### config.mk
export PLATFORM = sky130hd
export DESIGN_NAME = nibble_serial_adder
export DESIGN_NICKNAME = d
export VERILOG_FILES = /design/src/rtl/nibble_serial_adder.sv
export SDC_FILE = /design/constraint.sdc
export NUM_CORES = 1
export LEC_CHECK = 0
export ABC_AREA = 1
export BUFFER_PORTS_ARGS = -buffer_cell sky130_fd_sc_hd__buf_4
export CORE_ASPECT_RATIO = 1.5
export CORE_MARGIN = 2
export CORE_UTILIZATION = 60
export CTS_BUF_LIST = sky130_fd_sc_hd__clkbuf_2
export CTS_CLUSTER_SIZE = 8
export DETAILED_ROUTE_END_ITERATION = 7
export PLACE_DENSITY = 0.9
export SETUP_SLACK_MARGIN = 0.3
export SLEW_MARGIN = 30
export SYNTH_ARGS = -nofsm -noshare
export SYNTH_HDL_FRONTEND = slang
export SYNTH_SLANG_ARGS = --single-unit
### constraint.sdc
create_clock -name clk -period 5 [get_ports clk]
set_clock_uncertainty 0.1 [all_clocks]
set_input_delay 1 -clock clk [delete_from_list [all_inputs] [get_ports clk]]
set_output_delay 1 -clock clk [all_outputs]
set_load 0.03 [all_outputs]
### src/rtl/nibble_serial_adder.sv
// nibble_serial_adder
// Multi-cycle WIDTH-bit adder that feeds one 4-bit slice per clock through a
// single 4-bit add, least significant slice first. The carry between slices is
// held in a register. Operands come in on a valid/ready handshake and the
// result goes out on another valid/ready handshake.
// WIDTH must be a multiple of 4 and at least 4.

module nibble_serial_adder #(
  parameter int WIDTH = 16
) (
  input  logic             clk,
  input  logic             rst,
  input  logic             in_valid,
  output logic             in_ready,
  input  logic [WIDTH-1:0] a,
  input  logic [WIDTH-1:0] b,
  input  logic             cin,
  output logic             out_valid,
  input  logic             out_ready,
  output logic [WIDTH-1:0] sum,
  output logic             cout,
  output logic             busy
);

  localparam int N  = WIDTH / 4;
  localparam int IW = (N > 1) ? $clog2(N) : 1;

  localparam logic [IW-1:0] IDX_ZERO = {IW{1'b0}};
  localparam logic [IW-1:0] IDX_ONE  = IW'(1);
  localparam logic [IW-1:0] LAST_IDX = IW'(N - 1);

  typedef enum logic [1:0] {
    ST_IDLE = 2'd0,
    ST_RUN  = 2'd1,
    ST_DONE = 2'd2
  } state_t;

  state_t            state_r;
  state_t            state_nxt_s;

  logic [WIDTH-1:0]  a_r;
  logic [WIDTH-1:0]  b_r;
  logic              carry_r;
  logic [IW-1:0]     idx_r;
  logic [WIDTH-1:0]  sum_r;
  logic              cout_r;
  logic              out_valid_r;
  logic              busy_r;

  logic [IW+1:0]     base_s;
  logic [3:0]        a_slice_s;
  logic [3:0]        b_slice_s;
  logic [4:0]        slice_sum_s;
  logic              last_slice_s;

  // Operands are only taken in IDLE and never while reset is applied.
  assign in_ready  = (state_r == ST_IDLE) && !rst;

  assign out_valid = out_valid_r;
  assign sum       = sum_r;
  assign cout      = cout_r;
  assign busy      = busy_r;

  // State register.
  always_ff @(posedge clk) begin
    if (rst) begin
      state_r <= ST_IDLE;
    end else begin
      state_r <= state_nxt_s;
    end
  end

  // Next-state logic: IDLE -> RUN on accept, RUN -> DONE after the last slice,
  // DONE -> IDLE once the consumer takes the result.
  always_comb begin
    state_nxt_s = state_r;
    case (state_r)
      ST_IDLE: begin
        if (in_valid) begin
          state_nxt_s = ST_RUN;
        end else begin
          state_nxt_s = ST_IDLE;
        end
      end
      ST_RUN: begin
        if (idx_r == LAST_IDX) begin
          state_nxt_s = ST_DONE;
        end else begin
          state_nxt_s = ST_RUN;
        end
      end
      ST_DONE: begin
        if (out_ready) begin
          state_nxt_s = ST_IDLE;
        end else begin
          state_nxt_s = ST_DONE;
        end
      end
      default: begin
        state_nxt_s = ST_IDLE;
      end
    endcase
  end

  // Select the current 4-bit slice of each captured operand and add it with
  // the running carry as a 5-bit unsigned sum.
  always_comb begin
    base_s       = {idx_r, 2'b00};
    a_slice_s    = a_r[base_s +: 4];
    b_slice_s    = b_r[base_s +: 4];
    slice_sum_s  = {1'b0, a_slice_s} + {1'b0, b_slice_s} + {4'b0000, carry_r};
    last_slice_s = (idx_r == LAST_IDX);
  end

  // Datapath: operand capture, per-slice sum write-back, carry chain and the
  // output handshake flag. Inputs only reach these registers in IDLE, so later
  // changes on a/b/cin cannot disturb an operation in flight.
  always_ff @(posedge clk) begin
    if (rst) begin
      a_r         <= {WIDTH{1'b0}};
      b_r         <= {WIDTH{1'b0}};
      carry_r     <= 1'b0;
      idx_r       <= IDX_ZERO;
      sum_r       <= {WIDTH{1'b0}};
      cout_r      <= 1'b0;
      out_valid_r <= 1'b0;
      busy_r      <= 1'b0;
    end else begin
      case (state_r)
        ST_IDLE: begin
          if (in_valid) begin
            a_r     <= a;
            b_r     <= b;
            carry_r <= cin;
            idx_r   <= IDX_ZERO;
          end
        end
        ST_RUN: begin
          sum_r[base_s +: 4] <= slice_sum_s[3:0];
          carry_r            <= slice_sum_s[4];
          idx_r              <= idx_r + IDX_ONE;
          if (last_slice_s) begin
            cout_r      <= slice_sum_s[4];
            out_valid_r <= 1'b1;
          end
        end
        ST_DONE: begin
          if (out_ready) begin
            out_valid_r <= 1'b0;
          end
        end
        default: begin
          out_valid_r <= 1'b0;
        end
      endcase
      busy_r <= (state_nxt_s != ST_IDLE);
    end
  end

endmodule

Yosys cells after proc, flatten, opt, wreduce, memory -nomap -nowiden
Cells that the tools add are included.
W data, S select, Z words.
- bits in registers: 56
- input port bits: 37
- output and inout port bits: 20
- word-level logic and storage cells: 45
- $add $sub $neg: 4
- eq/ne operators: 6
- shifts and indexed selects: 4
- muxes and demuxes: 12
- bitwise logic cells: 1
- reduce and logical (&&, ||, !) cells: 9
- operators by type and width (kind ; count):
    $shiftx A16 B5 Y4 ; 2
    $bwmux W16 ; 1
    $shift A4 B6 Y16 const A ; 1
    $shiftx A4 B6 Y16 ; 1
    $mux W2 ; 3
    $ne A2 B2 Y1 const B ; 3
    $neg A4 Y6 ; 1
    $pmux W2 S3 ; 1
    $reduce_and A2 Y1 ; 3
    $add A4 B4 Y5 ; 1
    $add A5 B1 Y5 ; 1
    $eq A2 B2 Y1 const B ; 2
    $mux W1 ; 4
    $pmux W2 S2 ; 1
    $reduce_bool A2 Y1 ; 2
    $pmux W1 S3 ; 1
    $reduce_and A3 Y1 ; 1
    $add A2 B1 Y2 const B ; 1
    $eq A2 B1 Y1 const B ; 1
    $logic_not A2 Y1 ; 1
    $pmux W1 S2 ; 1
    $logic_and A1 B1 Y1 ; 1
    $logic_not A1 Y1 ; 1
    $not A1 Y1 ; 1

Longest topological paths before layout
- word-level depth: 5
- depth in mapped cells: 11
- gate-level depth less buffers: 10

Worst setup path before layout
OpenSTA, ideal clock, no wires.
- kind: input to output
- start: in rst
- end: out in_ready
- arrival time: 1.802 ns
- required time: 3.900 ns
- path slack: 2.098 ns
- cell stages on the path: 2
- buffers on the path: 1
- path through: clkbuf_1 > nor3_1
- cells in the longest elaborated chain, start to end: 2
- ends and longest elaborated chain (element ; RTL line ; source):
    start: declaration ; 12 ; input logic rst,
    $logic_not A1 Y1 ; 57 ; assign in_ready = (state_r == ST_IDLE) && !rst;
    $logic_and A1 B1 Y1 ; 57 ;
    end: declaration ; 14 ; output logic in_ready,
No other way between the ends.

Final worst setup path
- start: reg idx_r[1]
- end: reg sum_r[14] (netlist: sum[14])
- cells in the longest elaborated chain, start to end: 5
- elaborated cells between the ends (all ways): 8
- those cells by class: add/sub: 3; shift: 4; mux: 1
- ends and longest elaborated chain (element ; RTL line ; source):
    start: declaration ; 44 ; logic [IW-1:0] idx_r;
    start signal: assignment ; 141 ; idx_r <= idx_r + IDX_ONE;
    $shiftx A16 B5 Y4 (on tied branches) ; 109, 110 ;
    $add A4 B4 Y5 ; 111 ; slice_sum_s = {1'b0, a_slice_s} + {1'b0, b_slice_s} + {4'b0000, carry_r};
    $add A5 B1 Y5 ; 111 ;
    $shiftx A4 B6 Y16 ; 139 ; sum_r[base_s +: 4] <= slice_sum_s[3:0];
    $bwmux W16 * ; 139 ;
    end signal: assignment ; 124 ; sum_r <= {WIDTH{1'b0}};
    end signal: indexed assignment ; 139 ;
    end: declaration ; 45 ; logic [WIDTH-1:0] sum_r;
Every way passes the cells marked *; elsewhere a longest branch is shown, timed or not.
A chain may end at the register's enable or synchronous reset.

==> results.json <==
{
  "cts_setup_buffers": 0,
  "cts.htree.levels": 2,
  "ios": 57,
  "ant_nets": 0,
  "synthCells": 327,
  "timing.final.crit_share_pct": 55.9,
  "layout-drive-gt1-share_pct": 19.7,
  "grt_max_degree": 36,
  "setup_viol": 0,
  "hold_viol": 0,
  "ys_warn_count": 0,
  "antenna_found_initial": 0,
  "status": "finished clean",
  "rsz0062_at_grt": "no",
  "holdWs_ns": 0.382,
  "grt_pass1_wl_um": 8690,
  "holdBufCountCts": 0,
  "place_hpwl_um": 3820,
  "num_rows": 28,
  "syn_nets": 375,
  "io_buffers": 56,
  "use_met1_pct": 25.9,
  "fill_cells": 340,
  "period_needed_ns": 2.79,
  "fp.dieW_um": 56.6,
  "cp-start-kind": "register",
  "cts_sinks": 56,
  "met3_usage_pct": 3.74,
  "dieHeight_um": 82.9,
  "min_path_type": "register to register",
  "p_int_mw": 0.590,
  "synth_top_cell_by_area": "dfxtp_1",
  "worstPathArrival_ns": 3.10,
  "drt_iter0_markers": 52,
  "coreArea_um2": 3960,
  "tritoncts": "yes",
  "grt_pass1_vias": 2040,
  "avgSynthCellArea_um2": 7.61,
  "power_frac_comb_pct": 22.8,
  "final_util_pct": 73.8,
  "gr-total-overflow": 0,
  "worstPathRequired_ns": 5.31,
  "first_pass_iters": 6,
  "layout.nets": 422,
  "pwr-share-seq_pct": 57.8,
  "synth.distinct_cells": 29,
  "switching_share_pct": 30.8,
  "worst_pin_slew_ns": 0.797,
  "place_congestion": 0.854,
  "use_met2_pct": 41.0,
  "critPathTopFamily": "adder cells",
  "cts_buffers": 5,
  "path_class": "register to register",
  "crit_fanout": 13,
  "cts_resized": 0,
  "slew_violations": 0,
  "synth_top_area_share_pct": 45.0,
  "p_sw_mw": 0.263,
  "crit-reg2reg-launch": "idx_r[1]",
  "route.detailed.drc": 0,
  "slowest_delay_ns": 0.64,
  "clk_pin_slew_ns": 0.26,
  "path_buf_inv": 1,
  "wl_per_cell_um": 12.0,
  "end_kind": "register",
  "finalPower_mw": 0.854,
  "wirelength_um": 5020,
  "track_usage_pct": 22.6,
  "cap_violations": 0,
  "crit_start": "idx_r[1]",
  "setup_tns_ns": 0,
  "area_growth_pct": 17.4,
  "peakVddDrop_mv": 0.261,
  "cts.path.max_buffers": 2,
  "synth_area_leaders": "dfxtp_1 (45%), nor2_1 (14%), o21ai_0 (9.0%)",
  "p_leak_nw": 1.26,
  "maxSlewHeadroom_pct": 46.5,
  "grt_busiest_layer": "met2",
  "p_per_area_nw_per_um2": 292,
  "start_util_pct": 62.9,
  "vias": 2231,
  "ys_seq_area_share_pct": 45.0,
  "min-delay-start": "cout",
  "dieArea_um2": 4690,
  "netlist_area_um2": 2490,
  "power_frac_clock_pct": 19.4,
  "post_drt_via_cell_ratio": 5.31,
  "crit_slowest_cell": "dfxtp_1",
  "crit_chain": "inv_1 > o21ai_0 > o22ai_1 > fa_1 > fa_1 > xor2_1 > nand2_1 > nor2_1 > a22oi_1 > nor2_1",
  "root_buffer": "clkbuf_2",
  "n_antenna_cell": 0,
  "fmax_mhz": 358,
  "yosys_register_bits": 56,
  "clk_latency_ns": 0.42
}
-- path summary, 6_finish.rpt --
check / endpoint / slack (ns) / cells past startpoint
setup / recovery: sum[14] / 2.21 / 10
hold / removal: cout / 0.38 / 2
setup reg to reg: sum[14] / 2.21 / 10
hold reg to reg: cout / 0.38 / 2
-- worst reg2reg max path, cell delays in order (launching register included) --
cell     delay (ns)
dfxtp_1        0.64
inv_1          0.27
o21ai_0        0.14
o22ai_1        0.11
fa_1           0.44
fa_1           0.42
xor2_1         0.27
nand2_1        0.09
nor2_1         0.14
a22oi_1        0.08
nor2_1         0.08
-- cells in the final DEF, fill, tap and decap left out, types with 4 or more instances in the layout --
cell / instances
a21oi_1: 17
a22oi_1: 4
buf_4: 57
clkbuf_2: 7
dfxtp_1: 56
ha_1: 9
inv_1: 11
nand2_1: 35
nand3_1: 7
nor2_1: 90
o21ai_0: 45
o21ai_1: 5
o22ai_1: 8
-- state kept, by name (all words and copies together) (netlist names), 2 cells and up --
signal	count
a_r	16
b_r	16
sum	16
idx_r	2
state_r	2
-- layer usage --
layer,share of wire [%],routed length (µm)
met1,41,2080
met3,4.1,207
met2,52,2630
met5,0,0
met4,2.1,105
-- cells in the mapped netlist, drive strengths merged --
cell type,count
nor2,94
dfxtp,56
o21ai,50
nand2,39
a21oi,17
inv,13
clkbuf,11
ha,9
o22ai,8
nand3,7
buf,6
a22oi,4
nand4,3
fa,2
a221oi,1
a31oi,1
clkinv,1
nand3b,1
nor3,1
nor4,1
o21bai,1
xor2,1
-- cell type report --
cell class,count,area [µm²],area share (%)
multi-input combinational,240,1220,41.9
sequential,56,1120,38.4
timing repair buffer,57,428,14.6
tap,45,56.3,1.93
inverter,14,52.6,1.80
clock buffer,7,35.0,1.20
clock inverter,1,3.75,0.128
-- through the flow --
step | worst slack, ns | instance area, µm² | instances
2_1_floorplan | 2.10 | 2490 | 327
3_3_place_gp | 2.38 | 2880 | 412
3_5_place_dp | 2.29 | 2880 | 412
4_1_cts | 2.23 | 2920 | 420
5_1_grt | 1.93 | 2920 | 420
6_report | 2.21 | 2920 | 420
-- power by group through the flow --
stage | logic [mW] | clock network (mW) | registers [mW]
CTS | 0.196 | 0.168 | 0.493
finish | 0.195 | 0.166 | 0.493
global placement | 0.189 | 0 | 0.500
floorplan | 0.137 | 0 | 0.504
global route | 0.222 | 0.185 | 0.496
detailed placement | 0.196 | 0 | 0.501
-- kinds of logic after synthesis --
logic type | Yosys count | synth area share (%)
and+or+nand+nor | 146 | 25.1
buffers and inverters | 31 | 5.73
adders and majority gates | 11 | 6.13
xor gates and xnor gates | 1 | 0.352
AOI/OAI and AO/OA | 82 | 17.6
DFF | 56 | 45.0
Power figures use the tool's default switching activity.
